**config.mk**
```make
export PLATFORM = sky130hd
export DESIGN_NAME = dcache_mem_arbiter
export DESIGN_NICKNAME = d
export VERILOG_FILES = /design/src/rtl/dcache_mem_arbiter.sv
export SDC_FILE = /design/constraint.sdc
export NUM_CORES = 1
export LEC_CHECK = 0
export ABC_AREA = 1
export CELL_PAD_IN_SITES_DETAIL_PLACEMENT = 0
export CELL_PAD_IN_SITES_GLOBAL_PLACEMENT = 1
export CORE_MARGIN = 2
export CORE_UTILIZATION = 33
export CTS_CLUSTER_DIAMETER = 30
export DETAILED_ROUTE_END_ITERATION = 10
export PLACE_DENSITY_LB_ADDON = 0.1
export SYNTH_ARGS = -nofsm -noshare
export SYNTH_HDL_FRONTEND = slang
export SYNTH_SLANG_ARGS = --single-unit
```
**constraint.sdc**
```tcl
create_clock -name clk -period 6.76 [get_ports clk]
set_clock_uncertainty 0.15 [all_clocks]
set_input_delay 1.352 -clock clk [delete_from_list [all_inputs] [get_ports clk]]
set_output_delay 1.352 -clock clk [all_outputs]
set_load 0.05 [all_outputs]
```
**src/rtl/dcache_mem_arbiter.sv**
```systemverilog
// Round-robin sharing of NUM_CHANNELS memory channels among dcache miss/writeback ports; grant and response relay each take 1 cycle.
// Backpressure: the consumer ready is held until the consumer drops its valid; requests beyond the free channels wait unclaimed.
module dcache_mem_arbiter #(
    parameter int ADDR_BITS     = 8,
    parameter int DATA_BITS     = 8,
    parameter int NUM_CONSUMERS = 8,
    parameter int NUM_CHANNELS  = 2
) (
    input  logic                                      clk,
    input  logic                                      reset,
    input  logic [NUM_CONSUMERS-1:0]                  consumer_read_valid,
    input  logic [NUM_CONSUMERS-1:0][ADDR_BITS-1:0]   consumer_read_address,
    output logic [NUM_CONSUMERS-1:0]                  consumer_read_ready,
    output logic [NUM_CONSUMERS-1:0][DATA_BITS-1:0]   consumer_read_data,
    input  logic [NUM_CONSUMERS-1:0]                  consumer_write_valid,
    input  logic [NUM_CONSUMERS-1:0][ADDR_BITS-1:0]   consumer_write_address,
    input  logic [NUM_CONSUMERS-1:0][DATA_BITS-1:0]   consumer_write_data,
    output logic [NUM_CONSUMERS-1:0]                  consumer_write_ready,
    output logic [NUM_CHANNELS-1:0]                   mem_read_valid,
    output logic [NUM_CHANNELS-1:0][ADDR_BITS-1:0]    mem_read_address,
    input  logic [NUM_CHANNELS-1:0]                   mem_read_ready,
    input  logic [NUM_CHANNELS-1:0][DATA_BITS-1:0]    mem_read_data,
    output logic [NUM_CHANNELS-1:0]                   mem_write_valid,
    output logic [NUM_CHANNELS-1:0][ADDR_BITS-1:0]    mem_write_address,
    output logic [NUM_CHANNELS-1:0][DATA_BITS-1:0]    mem_write_data,
    input  logic [NUM_CHANNELS-1:0]                   mem_write_ready
);
    localparam int CW = (NUM_CONSUMERS > 1) ? $clog2(NUM_CONSUMERS) : 1;

    typedef enum logic [2:0] {
        IDLE,
        READ_WAITING,
        WRITE_WAITING,
        READ_RELAYING,
        WRITE_RELAYING
    } state_t;

    state_t                                  state_q [NUM_CHANNELS];
    state_t                                  state_d [NUM_CHANNELS];
    logic [NUM_CHANNELS-1:0][CW-1:0]         owner_q, owner_d;
    logic [NUM_CHANNELS-1:0][ADDR_BITS-1:0]  addr_q, addr_d;
    logic [NUM_CHANNELS-1:0][DATA_BITS-1:0]  wdata_q, wdata_d;
    logic [NUM_CHANNELS-1:0]                 rd_vld_q, rd_vld_d;
    logic [NUM_CHANNELS-1:0]                 wr_vld_q, wr_vld_d;
    logic [NUM_CONSUMERS-1:0]                rd_rdy_q, rd_rdy_d;
    logic [NUM_CONSUMERS-1:0]                wr_rdy_q, wr_rdy_d;
    logic [NUM_CONSUMERS-1:0][DATA_BITS-1:0] rd_dat_q, rd_dat_d;
    logic [NUM_CONSUMERS-1:0]                claimed_q, claimed_d;
    logic [NUM_CONSUMERS-1:0]                pending, granted;
    logic [CW-1:0]                           rr_q, rr_d, pick;
    logic                                    found;
    int                                      idx;

    // A consumer still showing ready has not yet seen its release, so it cannot be regranted.
    assign pending = (consumer_read_valid | consumer_write_valid) & ~claimed_q & ~rd_rdy_q & ~wr_rdy_q;

    always_comb begin
        state_d   = state_q;
        owner_d   = owner_q;
        addr_d    = addr_q;
        wdata_d   = wdata_q;
        rd_vld_d  = rd_vld_q;
        wr_vld_d  = wr_vld_q;
        rd_rdy_d  = rd_rdy_q;
        wr_rdy_d  = wr_rdy_q;
        rd_dat_d  = rd_dat_q;
        claimed_d = claimed_q;
        rr_d      = rr_q;
        granted   = '0;
        found     = 1'b0;
        pick      = '0;
        idx       = 0;
        for (int ch = 0; ch < NUM_CHANNELS; ch++) begin
            case (state_q[ch])
                IDLE: begin
                    found = 1'b0;
                    pick  = '0;
                    for (int k = 0; k < NUM_CONSUMERS; k++) begin
                        idx = (int'(rr_q) + k) % NUM_CONSUMERS;
                        if (!found && pending[idx] && !granted[idx]) begin
                            found = 1'b1;
                            pick  = CW'(idx);
                        end
                    end
                    if (found) begin
                        granted[pick]   = 1'b1;
                        claimed_d[pick] = 1'b1;
                        owner_d[ch]     = pick;
                        rr_d            = CW'((int'(pick) + 1) % NUM_CONSUMERS);
                        // Eviction goes first; the read stays pending and is regranted after release.
                        if (consumer_write_valid[pick]) begin
                            addr_d[ch]   = consumer_write_address[pick];
                            wdata_d[ch]  = consumer_write_data[pick];
                            wr_vld_d[ch] = 1'b1;
                            state_d[ch]  = WRITE_WAITING;
                        end else begin
                            addr_d[ch]   = consumer_read_address[pick];
                            rd_vld_d[ch] = 1'b1;
                            state_d[ch]  = READ_WAITING;
                        end
                    end
                end
                READ_WAITING: begin
                    if (mem_read_ready[ch]) begin
                        rd_vld_d[ch] = 1'b0;
                        if (consumer_read_valid[owner_q[ch]]) begin
                            rd_rdy_d[owner_q[ch]] = 1'b1;
                            rd_dat_d[owner_q[ch]] = mem_read_data[ch];
                            state_d[ch]           = READ_RELAYING;
                        end else begin
                            claimed_d[owner_q[ch]] = 1'b0;
                            state_d[ch]            = IDLE;
                        end
                    end
                end
                WRITE_WAITING: begin
                    if (mem_write_ready[ch]) begin
                        wr_vld_d[ch] = 1'b0;
                        if (consumer_write_valid[owner_q[ch]]) begin
                            wr_rdy_d[owner_q[ch]] = 1'b1;
                            state_d[ch]           = WRITE_RELAYING;
                        end else begin
                            claimed_d[owner_q[ch]] = 1'b0;
                            state_d[ch]            = IDLE;
                        end
                    end
                end
                READ_RELAYING: begin
                    if (!consumer_read_valid[owner_q[ch]]) begin
                        rd_rdy_d[owner_q[ch]]  = 1'b0;
                        claimed_d[owner_q[ch]] = 1'b0;
                        state_d[ch]            = IDLE;
                    end
                end
                WRITE_RELAYING: begin
                    if (!consumer_write_valid[owner_q[ch]]) begin
                        wr_rdy_d[owner_q[ch]]  = 1'b0;
                        claimed_d[owner_q[ch]] = 1'b0;
                        state_d[ch]            = IDLE;
                    end
                end
                default: state_d[ch] = IDLE;
            endcase
        end
    end

    always_ff @(posedge clk or posedge reset) begin
        if (reset) begin
            for (int ch = 0; ch < NUM_CHANNELS; ch++) begin
                state_q[ch] <= IDLE;
            end
            owner_q   <= '0;
            addr_q    <= '0;
            wdata_q   <= '0;
            rd_vld_q  <= '0;
            wr_vld_q  <= '0;
            rd_rdy_q  <= '0;
            wr_rdy_q  <= '0;
            rd_dat_q  <= '0;
            claimed_q <= '0;
            rr_q      <= '0;
        end else begin
            for (int ch = 0; ch < NUM_CHANNELS; ch++) begin
                state_q[ch] <= state_d[ch];
            end
            owner_q   <= owner_d;
            addr_q    <= addr_d;
            wdata_q   <= wdata_d;
            rd_vld_q  <= rd_vld_d;
            wr_vld_q  <= wr_vld_d;
            rd_rdy_q  <= rd_rdy_d;
            wr_rdy_q  <= wr_rdy_d;
            rd_dat_q  <= rd_dat_d;
            claimed_q <= claimed_d;
            rr_q      <= rr_d;
        end
    end

    assign consumer_read_ready  = rd_rdy_q;
    assign consumer_read_data   = rd_dat_q;
    assign consumer_write_ready = wr_rdy_q;
    assign mem_read_valid       = rd_vld_q;
    assign mem_read_address     = addr_q;
    assign mem_write_valid      = wr_vld_q;
    assign mem_write_address    = addr_q;
    assign mem_write_data       = wdata_q;

endmodule

```
Yosys cells after proc, flatten, opt, wreduce, memory -nomap -nowiden. Memory sizes are Yosys's and may differ from the RTL's. Cells that the tools add are included.

Bits in registers: 139. ROM bits: 64. Input bits: 230. Output and inout port bits: 132. Memories kept: 8.

$add $sub $neg: 9. Magnitude comparators: 16. Equal/unequal tests: 22. Multiplexer cells: 225. Bitwise logic cells: 28. Reductions and logical operators: 87.

Memory list: (name not given) (depth 8, bits a word 1, read ports 1, clocked after memory_dff 0, wr ports 0, line 80) `if (!found && pending[idx] && !granted[idx]) begin`; (name not given) (depth 8, bits a word 1, read ports 1, clocked after memory_dff 0, wr ports 0, line 80); (name not given) (depth 8, bits a word 1, read ports 1, clocked after memory_dff 0, wr ports 0, line 80); (name not given) (depth 8, bits a word 1, read ports 1, clocked after memory_dff 0, wr ports 0, line 80); (name not given) (depth 8, bits a word 1, read ports 1, clocked after memory_dff 0, wr ports 0, line 80); (name not given) (depth 8, bits a word 1, read ports 1, clocked after memory_dff 0, wr ports 0, line 80); 2 more memories.

Operators by type and width (count): two-way mux 64 bit (6); two-way mux 8 bit (34); binary-select mux 8 bit (select 3 bit) (6); bitwise mux 64 bit (2); two-way mux 3 bit (34); two-way mux 1 bit (99); case mux 8 bit (5 select lines) (2); bitwise AND 8 bit (9); binary-select mux 1 bit (select 3 bit) (22); case mux 8 bit (2 select lines) (4); OR 8 bit (7); demux 8 bit (select 3 bit) (2); NOT 8 bit (5); < comparator 4 x 5 -> 1 bit, second input constant (7); logical AND 1 bit (34); zero test 1 bit (30); case mux 3 bit (5 select lines) (2); != test 2 bit, second input constant (14); OR reduction 3 bit (7); < comparator 3 x 4 -> 1 bit, second input constant (5); AND reduction 4 bit (4); adder 3 bit, second input constant (4); demux 1 bit (select 3 bit) (4); equality test 3 x 2 -> 1 bit, second input constant (4); other kinds (13) (40).

Longest topological paths before layout.
Word-level depth: 98. Depth in mapped cells: 43.

Worst setup path after synthesis. Ideal clock, no wire load.

Kind: input to register. From: in consumer_write_valid[6]. To: reg addr_q (netlist bit mem_read_address[10]). Library setup time: 0.118 ns. Data arrival time: 4.723 ns. Slack: 1.769 ns. Stages: 37. Buffers on the path: 3. Cell sequence: inv_1 nand2_1 nand3_1 nand2_1 nand2_1 nand2_1 nand3_2 nand2_2 nor2_2 nand4_2 nor2_4 nand3_1 nand2_1 nor2_2 nor2_4 buf_4 nand3_2 nand3_1 nand3_1 nand3_2 nand2_2 nor2_4 o211ai_2 a21oi_4 nand4_4 nand2_4 buf_6 nand2_1 nand2_1 nand2_1 nand2_1 nand2_1 nand2_4 buf_6 nand2_1 nand3_1 nand2_1.

Longest elaborated chain between the ends: 94.

Ends and longest elaborated chain: start, declared (line 15) `input logic [NUM_CONSUMERS-1:0] consumer_write_valid,`; OR 8 bit (line 55) `assign pending = (consumer_read_valid | consumer_write_valid) & ~claimed_q & ~rd_rdy_q & ~wr_rdy_q;`; bitwise AND 8 bit (3 in series) (line 55); binary-select mux 1 bit (select 3 bit) (line 80); two-way mux 1 bit (implied by the code) (line 80); logical AND 1 bit (line 80); two-way mux 1 bit (line 80); two-way mux 1 bit (line 74) `case (state_q[ch])`; zero test 1 bit (line 80); (+75 left out); two-way mux 1 bit (line 74); zero test 1 bit (line 80); logical AND 1 bit (2 in series) (line 80); two-way mux 3 bit (line 80); two-way mux 3 bit (line 74); binary-select mux 8 bit (select 3 bit), or another cell as far along (line 97) `addr_d[ch] = consumer_read_address[pick];`; two-way mux 8 bit (implied by the code), or another cell as far along (line 97); two-way mux 8 bit (line 91) `if (consumer_write_valid[pick]) begin`; end signal, assigned (line 167) `addr_q <= addr_d;`; end, declared (line 41) `logic [NUM_CHANNELS-1:0][ADDR_BITS-1:0] addr_q, addr_d;`.

Parallel ways exist; a longest one is shown, timed or not. The select of a mux whose other input is x is not followed. A chain may end at the register's enable or synchronous reset.

Final worst setup path.
From: in consumer_write_valid[3]. To: reg addr_q (netlist bit mem_read_address[14]).

Same word-level chain as after synthesis.

==> key figures <==
GRT
  – GRT Residual Overflow: 0
  – Largest net degree at the start of global routing: 80
  – Overall Global Routing Usage: 30.6%
  – Wire length of the first global-routing pass: 97.5 mm
  – Initial antenna violation count: 1
  – Vias in the first global route: 16100

Clocking
  – Longest Clk Path Bufs: 2
  – Clock tree from TritonCTS: yes
  – Buffer type at the clock tree root: sky130_fd_sc_hd__clkbuf_16
  – Number of buffers created by CTS: 17
  – Sink count of the clock tree: 139
  – Post-cts gate resize count: 0
  – Number of buffers inserted by hold repair at cts: 0
  – Clock input transition at the sequential cells of the worst setup and hold paths: 0.07 ns
  – Setup fix buffers added after clock tree synthesis: 0
  – H-tree lvl count: 4
  – Clk_lat worst skew: 0.45 ns

Worst setup path
  – Arr. time, crit path: 6.44 ns
  – Crit path largest cell delay: 0.54 ns
  – Critical Setup Path Class: in2reg
  – Worst-path maximum fanout: 9
  – Crit path top cell by count: sky130_fd_sc_hd__nand3_1
  – CP bufs+invs: 5
  – Reg-to-reg critical path endpoint: mem_read_address[14]$_DFFE_PP0P_
  – Kind of capture point of the worst setup path: register
  – Gate family responsible for the most delay along the worst path: simple AND/OR/NAND/NOR gates
  – Setup slack of the worst register-to-register path: 0.97 ns
  – Highest-delay cell along the critical path: sky130_fd_sc_hd__clkdlybuf4s50_1
  – Nature of the critical path startpoint: input port
  – Data required time of the worst path: 6.94 ns
  – Reg2Reg Depth: 29
  – Worst reg2reg startpoint: rr_q[2]$_DFF_PP0_

Timing
  – Min setup slack post-route: 0.498 ns
  – Post-route minimum period: 6.26 ns
  – Max Clock Freq: 0.160 GHz
  – Final slew viol count: 0
  – Final-report hold violation count: 0
  – Worst relative slew slack: 29.5%
  – RSZ-0062 raised after global routing: no
  – Slew at the pin closest to its max-slew limit: 1.05 ns
  – Final setup violating endpoints: 0
  – Ratio of final minimum period to clock period: 92.6%
  – Final setup TNS: 0 ns

Place
  – Total half-perimeter wirelength after legalization and detailed placement: 50.2 mm
  – RD Place Congestion: 0.937
  – Dpl ws: 0.128 ns
  – Input/output buffers: 361
  – Placement-stage cell area: 17400 um^2

Synthesis
  – Synthesis-stage register bit count: 139
  – Sequential element share of the synthesized area: 26.3%
  – Post-Syn Instances: 2231
  – Async SR Flop Fraction: 100%
  – Synth Warn #: 0
  – Most common flop cell mapped by yosys: sky130_fd_sc_hd__dfrtp_1
  – Portion of synthesized cell area occupied by the leading cell type: 26.3%
  – Post-synthesis average cell area: 5.93 um^2
  – Count of different cell masters after synthesis: 57
  – Net count after synthesis: 2464
  – Top cells by instance count after synthesis: 819 x sky130_fd_sc_hd__nand2_1, 255 x sky130_fd_sc_hd__nand3_1, 196 x sky130_fd_sc_hd__inv_1
  – Cells taking the most area after synthesis: sky130_fd_sc_hd__dfrtp_1 26%, sky130_fd_sc_hd__nand2_1 23%, sky130_fd_sc_hd__nand3_1 9.6%, sky130_fd_sc_hd__o21ai_0 6.3%, sky130_fd_sc_hd__inv_1 5.6%
  – Synth area leader: sky130_fd_sc_hd__dfrtp_1
  – Number of synthesized flops with an enable pin: 0
  – Post-synthesis instance area: 13200 um^2
  – Cell with the most instances after synthesis: sky130_fd_sc_hd__nand2_1

Layout
  – Ratio of cells with drive above 1 in the final layout: 6.57%
  – Layout area overhead: 36.1%
  – Total inserted antenna cells: 0
  – Finished Cell Area: 18000 um^2
  – Number of nets at the end of the flow: 2778

Detailed routing
  – Routed via count: 16700
  – Drt first-iter violations: 1735
  – Antenna Nets Post-Route: 0
  – Post-route DRC: 0
  – Sum of routed wire length over all layers: 65.4 mm
  – Via-per-instance ratio: 5.41
  – Length of the first detailed-routing pass in iterations: 7
  – Routed length per placed instance: 21.2 um

Run
  – Max capacitance violation total: 0

Hold path
  – Class of the tightest hold or removal check: reg2reg
  – Destination of the worst hold path: mem_write_data[8]$_DFFE_PP0P_
  – Worst hold path cell count: 2
  – Critical hold path startpoint: mem_write_data[8]$_DFFE_PP0P_

Floorplan
  – Starting density of the core: 33.4%
  – Core box area: 39600 um^2
  – Die area: 41700 um^2
  – Count of pins on the block boundary: 362
  – Die height: 204 um
  – Width of the die: 204 um
  – Num rows: 73

Status
  – Status: finished clean
-- worst register-to-register path: cells and delay by family, from the launching register on --
family / cells / cell delay [ns]
AO/OA/AOI/OAI: 1 / 0.22
flip-flops: 1 / 1.00
AND/OR/NAND/NOR: 25 / 3.46
buffers and inverters: 3 / 0.89
-- cell type report --
| type | count | area (um^2) |
|---|---|---|
| clock buffer | 18 | 439 |
| clock inverter | 14 | 173 |
| fill | 4264 | 21600 |
| inverter | 216 | 816 |
| multi-input combinational | 1752 | 8320 |
| sequential | 139 | 3480 |
| tap | 525 | 657 |
| timing repair buffer | 419 | 4120 |
-- how the worst max path moves through the flow --
stage                            startpoint                          endpoint  slack, ns  cells past startpoint
floorplan                             reset            claimed_q[0]$_DFF_PP0_       1.53                      1
global placement    consumer_write_valid[3]  mem_read_address[14]$_DFFE_PP0P_       0.06                     32
detailed placement  consumer_write_valid[3]  mem_read_address[14]$_DFFE_PP0P_       0.13                     32
CTS                 consumer_write_valid[3]  mem_read_address[14]$_DFFE_PP0P_       0.55                     32
global route        consumer_write_valid[3]    mem_write_data[12]$_DFFE_PP0P_       0.09                     33
finish              consumer_write_valid[3]  mem_read_address[14]$_DFFE_PP0P_       0.50                     32
-- cells by family after synthesis --
logic type | count (synthesis) | share of synthesized area (%)
xor gates and xnor gates | 3 | 0.624
AOI/OAI and AO/OA | 402 | 18.1
adders and majority gates | 3 | 0.284
DFF | 139 | 26.3
and+or+nand+nor | 1344 | 43.9
buffers and inverters | 340 | 10.9
-- state kept, by name, indices dropped and copies added, names as in the netlist --
signal and flops:
consumer_read_ready 8, mem_read_valid 2, mem_write_data 16, mem_read_address 16, owner_q 6, rr_q 3
state_q 6, claimed_q 8, consumer_write_ready 8, consumer_read_data 64, mem_write_valid 2
-- per-layer routing --
metal  up-vias  global-route usage [%]  wire length [um]
met5         -                       0                 0
met4         0                    9.78              1830
met2       715                    50.6             31100
met1      7865                    40.5             27700
met3        95                    5.10              4770
li1       8015                       -                 -
-- cell usage in the layout, fill, tap and decap left out, types with 25 or more instances in the layout --
| cell | instances |
|---|---|
| sky130_fd_sc_hd__buf_4 | 52 |
| sky130_fd_sc_hd__a31oi_1 | 26 |
| sky130_fd_sc_hd__inv_1 | 194 |
| sky130_fd_sc_hd__o22ai_1 | 25 |
| sky130_fd_sc_hd__nand3_1 | 255 |
| sky130_fd_sc_hd__dfrtp_1 | 139 |
| sky130_fd_sc_hd__clkdlybuf4s50_1 | 361 |
| sky130_fd_sc_hd__a21oi_1 | 84 |
| sky130_fd_sc_hd__o21ai_0 | 166 |
| sky130_fd_sc_hd__nor2_1 | 140 |
| sky130_fd_sc_hd__nand2_1 | 818 |
| sky130_fd_sc_hd__nor3_1 | 34 |
| sky130_fd_sc_hd__o211ai_1 | 48 |
-- per-stage QoR --
stage,utilization (%),std cells,hold slack (ns)
after floorplan,-,2231,0.344
after global placement,43.9,3051,0.310
after detailed placement,43.9,3051,0.311
after CTS,45.4,3083,0.325
after global routing,45.4,3083,0.345
final,45.4,3083,0.322
Power is not shown: default switching activity piles up to over one toggle a cycle in this logic, so the estimate is an artifact.
